[config.mk]
export PLATFORM = sky130hd
export DESIGN_NAME = int_ctrl
export DESIGN_NICKNAME = d
export VERILOG_FILES = /design/src/rtl/int_ctrl.sv
export SDC_FILE = /design/constraint.sdc
export NUM_CORES = 1
export LEC_CHECK = 0
export CAP_MARGIN = 20
export CORE_ASPECT_RATIO = 0.9
export CORE_MARGIN = 4
export CORE_UTILIZATION = 40
export DETAILED_ROUTE_END_ITERATION = 7
export PLACE_DENSITY = 0.8
export SYNTH_ARGS = -nofsm -noshare
export SYNTH_HDL_FRONTEND = slang
export SYNTH_SLANG_ARGS = --single-unit
[constraint.sdc]
create_clock -name clk -period 1.7 [get_ports clk]
set_input_delay 0.34 -clock clk [delete_from_list [all_inputs] [get_ports clk]]
set_output_delay 0.34 -clock clk [all_outputs]
set_load 0.03 [all_outputs]
[src/rtl/int_ctrl.sv]
// Interrupt controller with per-source edge/level mode, mask, W1C pending and priority ID.
// Optional macro INT_CTRL_SYNC_EN inserts a two-flop synchronizer on every irq_src bit.
module int_ctrl #(
    parameter int NSRC = 6
) (
    input  logic        clk,
    input  logic        reset,
    input  logic [5:0]  irq_src,
    input  logic [1:0]  addr,
    input  logic        we,
    input  logic [31:0] wdata,
    output logic [31:0] rdata,
    output logic [5:0]  HWInt
);

    localparam logic [6:0] SRC_ONE = 7'd1;
    localparam logic [5:0] SRC_EN  = 6'((SRC_ONE << NSRC) - SRC_ONE);

    logic [5:0] s;
    logic [5:0] prev;
    logic [5:0] mask;
    logic [5:0] mode;
    logic [5:0] pend;
    logic [5:0] pend_nxt;
    logic [5:0] edge_set;
    logic [5:0] clr;
    logic [5:0] mode_chg;
    logic [5:0] act;
    logic       mask_wr;
    logic       mode_wr;
    logic       pend_wr;
    logic       id_valid;
    logic [2:0] id_idx;
    logic       unused_wdata;

`ifdef INT_CTRL_SYNC_EN
    logic [5:0] sync_q1;
    logic [5:0] sync_q2;

    always_ff @(posedge clk or negedge reset) begin
        if (!reset) begin
            sync_q1 <= '0;
            sync_q2 <= '0;
        end else begin
            sync_q1 <= irq_src;
            sync_q2 <= sync_q1;
        end
    end

    assign s = sync_q2;
`else
    assign s = irq_src;
`endif

    assign mask_wr  = we && (addr == 2'd0);
    assign mode_wr  = we && (addr == 2'd1);
    assign pend_wr  = we && (addr == 2'd2);

    assign edge_set = s & ~prev;
    assign clr      = pend_wr ? wdata[5:0] : 6'd0;
    assign mode_chg = mode_wr ? (wdata[5:0] ^ mode) : 6'd0;

    // Edge bits: set beats clear. Level bits track s. A mode flip clears the bit.
    assign pend_nxt = ((mode & (edge_set | (pend & ~clr))) | (~mode & s))
                      & ~mode_chg & SRC_EN;

    always_ff @(posedge clk or negedge reset) begin
        if (!reset) begin
            prev  <= '0;
            mask  <= '0;
            mode  <= '0;
            pend  <= '0;
            HWInt <= '0;
        end else begin
            prev  <= s;
            pend  <= pend_nxt;
            HWInt <= pend & mask & SRC_EN;
            if (mask_wr) mask <= wdata[5:0];
            if (mode_wr) mode <= wdata[5:0];
        end
    end

    assign act = pend & mask & SRC_EN;

    // Lowest index wins, so scan from the top and let lower hits overwrite.
    always_comb begin
        id_valid = |act;
        id_idx   = 3'd0;
        for (int i = 5; i >= 0; i--) begin
            if (act[i]) id_idx = 3'(i);
        end
    end

    always_comb begin
        rdata = 32'd0;
        case (addr)
            2'd0: rdata = {26'd0, mask};
            2'd1: rdata = {26'd0, mode};
            2'd2: rdata = {26'd0, pend};
            2'd3: rdata = {id_valid, 28'd0, id_idx};
            default: rdata = 32'd0;
        endcase
    end

    assign unused_wdata = ^wdata[31:6];

endmodule
==> impl_metrics.yaml <==
hold_path:
  hold_path_class: "input port to async pin"
global_routing:
  grt_max_degree: 31
  grt_use_total_pct: 15.6
  grt_remaining_overflow: 0
  grt_pass1_vias: 1326
  grt_pass1_wl_um: 5960
  antenna_found_initial: 0
power_and_ir_drop:
  ir_worst_vdd_uv: 493
  power_density_nw_per_um2: 1040
  internal-power_w: 0.00158
  power.leakage_nw: 1.12
  power_frac_clock_pct: 24.8
  switching_share_pct: 33.4
  p_switching_w: 0.000795
  comb_power_share_pct: 37.7
  p_seq_share_pct: 37.5
cells_and_area:
  drive_above_1_share_pct: 30.0
  fillers: 328
  finalNetCount: 289
  area_growth_pct: 39.4
  n_antenna_cell: 0
detailed_routing:
  dr.pass1.iters: 4
  highest_layer: "met4"
  routed_via_density: 4.73
  dr_wl_met2_um: 1790
  drt_iter0_drc: 106
  final_antenna_net_count: 0
  totalWireLength_um: 3760
  num_vias: 1386
  wl_met3_um: 207
  route.detailed.drc: 0
  wl_per_cell_um: 12.8
  wirelength_met1_um: 1700
yosys:
  yosysTopAreaCell: "dfrtp_1"
  syn_inst: 178
  synth_area_leaders: "dfrtp_1 46%, buf_4 11%, nand2_1 8.7%, mux2_2 4.1%, o2111ai_1 3.2%"
  synth_area_sq_um: 1650
  synth-async-reset-ratio_pct: 100
  synth_cell_types: 32
  synth_top_area_share_pct: 45.6
  synth-seq-cells: 30
  yosysSeqAreaShare_pct: 45.6
  synth_top_cells_by_count: "38 x nand2_1, 30 x dfrtp_1, 25 x buf_4"
  synth_edf_count: 0
  synth_flop_cell: "dfrtp_1"
  yosysMostFrequentCell: "nand2_1"
  yosys_warnings: 0
  syn_avg_cell_area_sq_um: 9.25
sta:
  rsz0062_at_grt: "yes"
  setup_viol: 4
  finClkSkew_ps: 8.92
  timing.fmax_ghz: 0.482
  slew_violations: 0
  whs_ps: 439
  hold_violations: 0
  fin_crit_ps: 2070
  period_share_pct: 122
  layout_setup_ws_ps: -373
die:
  core-area_sq_um: 3840
  start_util_pct: 42.9
  fp.dieH_um: 68.9
  num_io_pins: 81
  die_w_um: 75.6
  num_rows: 21
  die_area_sq_um: 5210
clock_tree:
  cts_hold_buffers: 0
  clockRootBuffer: "clkbuf_8"
  cts_tree: "yes"
  clockBufferDepth: 2
  htreeDepth: 2
  path_clk_slew_ps: 70
  clk_latency_ps: 290
  cts_num_sinks: 30
  cts_buffers: 5
status:
  status: "finished, violations left"
  violations: "negative setup slack"
placement:
  place_congestion: 0.768
  port_buffers: 29
  hpwlAfterDp_um: 2720
  post-place-ws_ps: -671
critical_path:
  cp.required_ps: 1360
  arrival_ps: 1730
  path_buf_inv: 2
  end_kind: "output port"
  path_delay_family: "simple AND/OR/NAND/NOR gates"
  max_stage_delay_ps: 500
  cp-start-kind: "flop"
  path_class: "flop to output port"
  cpMaxStageDelayCell: "or4b_4"
  cp_max_fo: 2
  crit_chain: "buf_6 > and2_4 > or4b_4 > a21oi_2 > buf_6"
  crit_top_cell: "buf_6"
run:
  cap_viol_max_count: 0
-- path summary, 6_finish.rpt --
| path | end | slack [ps] | cells past startpoint | from |
|---|---|---|---|---|
| min in group clk | prev[3] | 550 | 1 | irq_src[3] |
| max in group asynchronous | mask[4] | 980 | 2 | reset |
| hold / removal | mask[1] | 440 | 2 | reset |
| hold reg to reg | pend[3] | 550 | 3 | prev[3] |
| setup / recovery | rdata[0] | -370 | 5 | pend[2] |
| setup reg to reg | pend[1] | 770 | 4 | pend[1] |
-- area by class of cell --
type | instances | area (sq um) | area share [%]
Multi-Input combinational cell | 137 | 787 | 34.3
Sequential cell | 30 | 751 | 32.7
Timing Repair Buffer | 68 | 593 | 25.8
Clock buffer | 7 | 86.3 | 3.76
Tap cell | 46 | 57.6 | 2.51
Inverter | 4 | 15.0 | 0.654
Clock inverter | 1 | 5.00 | 0.218
-- kinds of logic after synthesis --
group	synth area share [%]
AND/OR/NAND/NOR	23.3
flip-flops	45.6
buffers and inverters	14.4
other	0.228
multiplexers	5.93
AO/OA/AOI/OAI	10.6
-- flip-flops by register name (all words and copies together) (netlist names) --
| register | flops |
|---|---|
| pend | 6 |
| mode | 6 |
| mask | 6 |
| HWInt | 6 |
| prev | 6 |
-- power groups by stage --
stage / clock, W / combinational (W) / sequential (W)
after floorplan: 0 / 0.000423 / 0.000953
after global routing: 0.000636 / 0.000969 / 0.000905
after detailed placement: 0 / 0.000796 / 0.000900
final: 0.000590 / 0.000898 / 0.000891
after CTS: 0.000602 / 0.000861 / 0.000889
after global placement: 0 / 0.000781 / 0.000895
-- layer usage --
layer / up-vias / track usage [%]
met2: 38 / 24.6
met1: 649 / 20.1
met5: - / 0
li1: 694 / -
met4: 0 / 6.11
met3: 5 / 4.49
-- layout by cell type, fill, tap and decap left out, drive strengths merged --
master / Yosys / routed
a21oi: 6 / 6
a22o: 1 / 1
a41oi: 1 / 1
and2: 3 / 3
and2b: 2 / 2
and3b: 2 / 2
buf: 29 / 47
clkbuf: 2 / 7
clkdlybuf4s50: 0 / 20
clkinv: 0 / 1
conb: 1 / 25
dfrtp: 30 / 30
dlygate4sd2: 0 / 1
inv: 4 / 4
mux2: 6 / 6
mux2i: 3 / 3
nand2: 39 / 39
nand2b: 3 / 3
nand3: 6 / 6
nand3b: 6 / 6
nor2: 10 / 10
nor2b: 2 / 2
nor3: 1 / 1
nor3b: 1 / 1
nor4: 1 / 1
o2111ai: 6 / 6
o21ai: 10 / 10
o32a: 2 / 2
or4b: 1 / 1
-- what timing repair did --
item	in CTS	in global routing
buffers inserted	5	1
gates cloned	0	0
gates resized for setup	16	14
pin swaps	4	2
setup endpoints to repair	13	7
-- per-stage QoR --
stage	utilization (%)	TNS (ps)	power (W)	instances	area (sq um)
final	59.8	-1040	0.00238	293	2290
after global routing	59.8	-1300	0.00251	293	2290
after CTS	59.2	-1250	0.00235	292	2270
after detailed placement	54.7	-8550	0.00170	279	2100
after global placement	54.7	-8130	0.00168	279	2100
after floorplan	-	-44.3	0.00138	202	1740
-- worst register-to-register path, cell delays in order (launching register included) --
cell and delay (ps):
dfrtp_1 380, buf_4 130, buf_4 130, o2111ai_1 70, nand3_1 90
(Power assumes the default switching activity.)
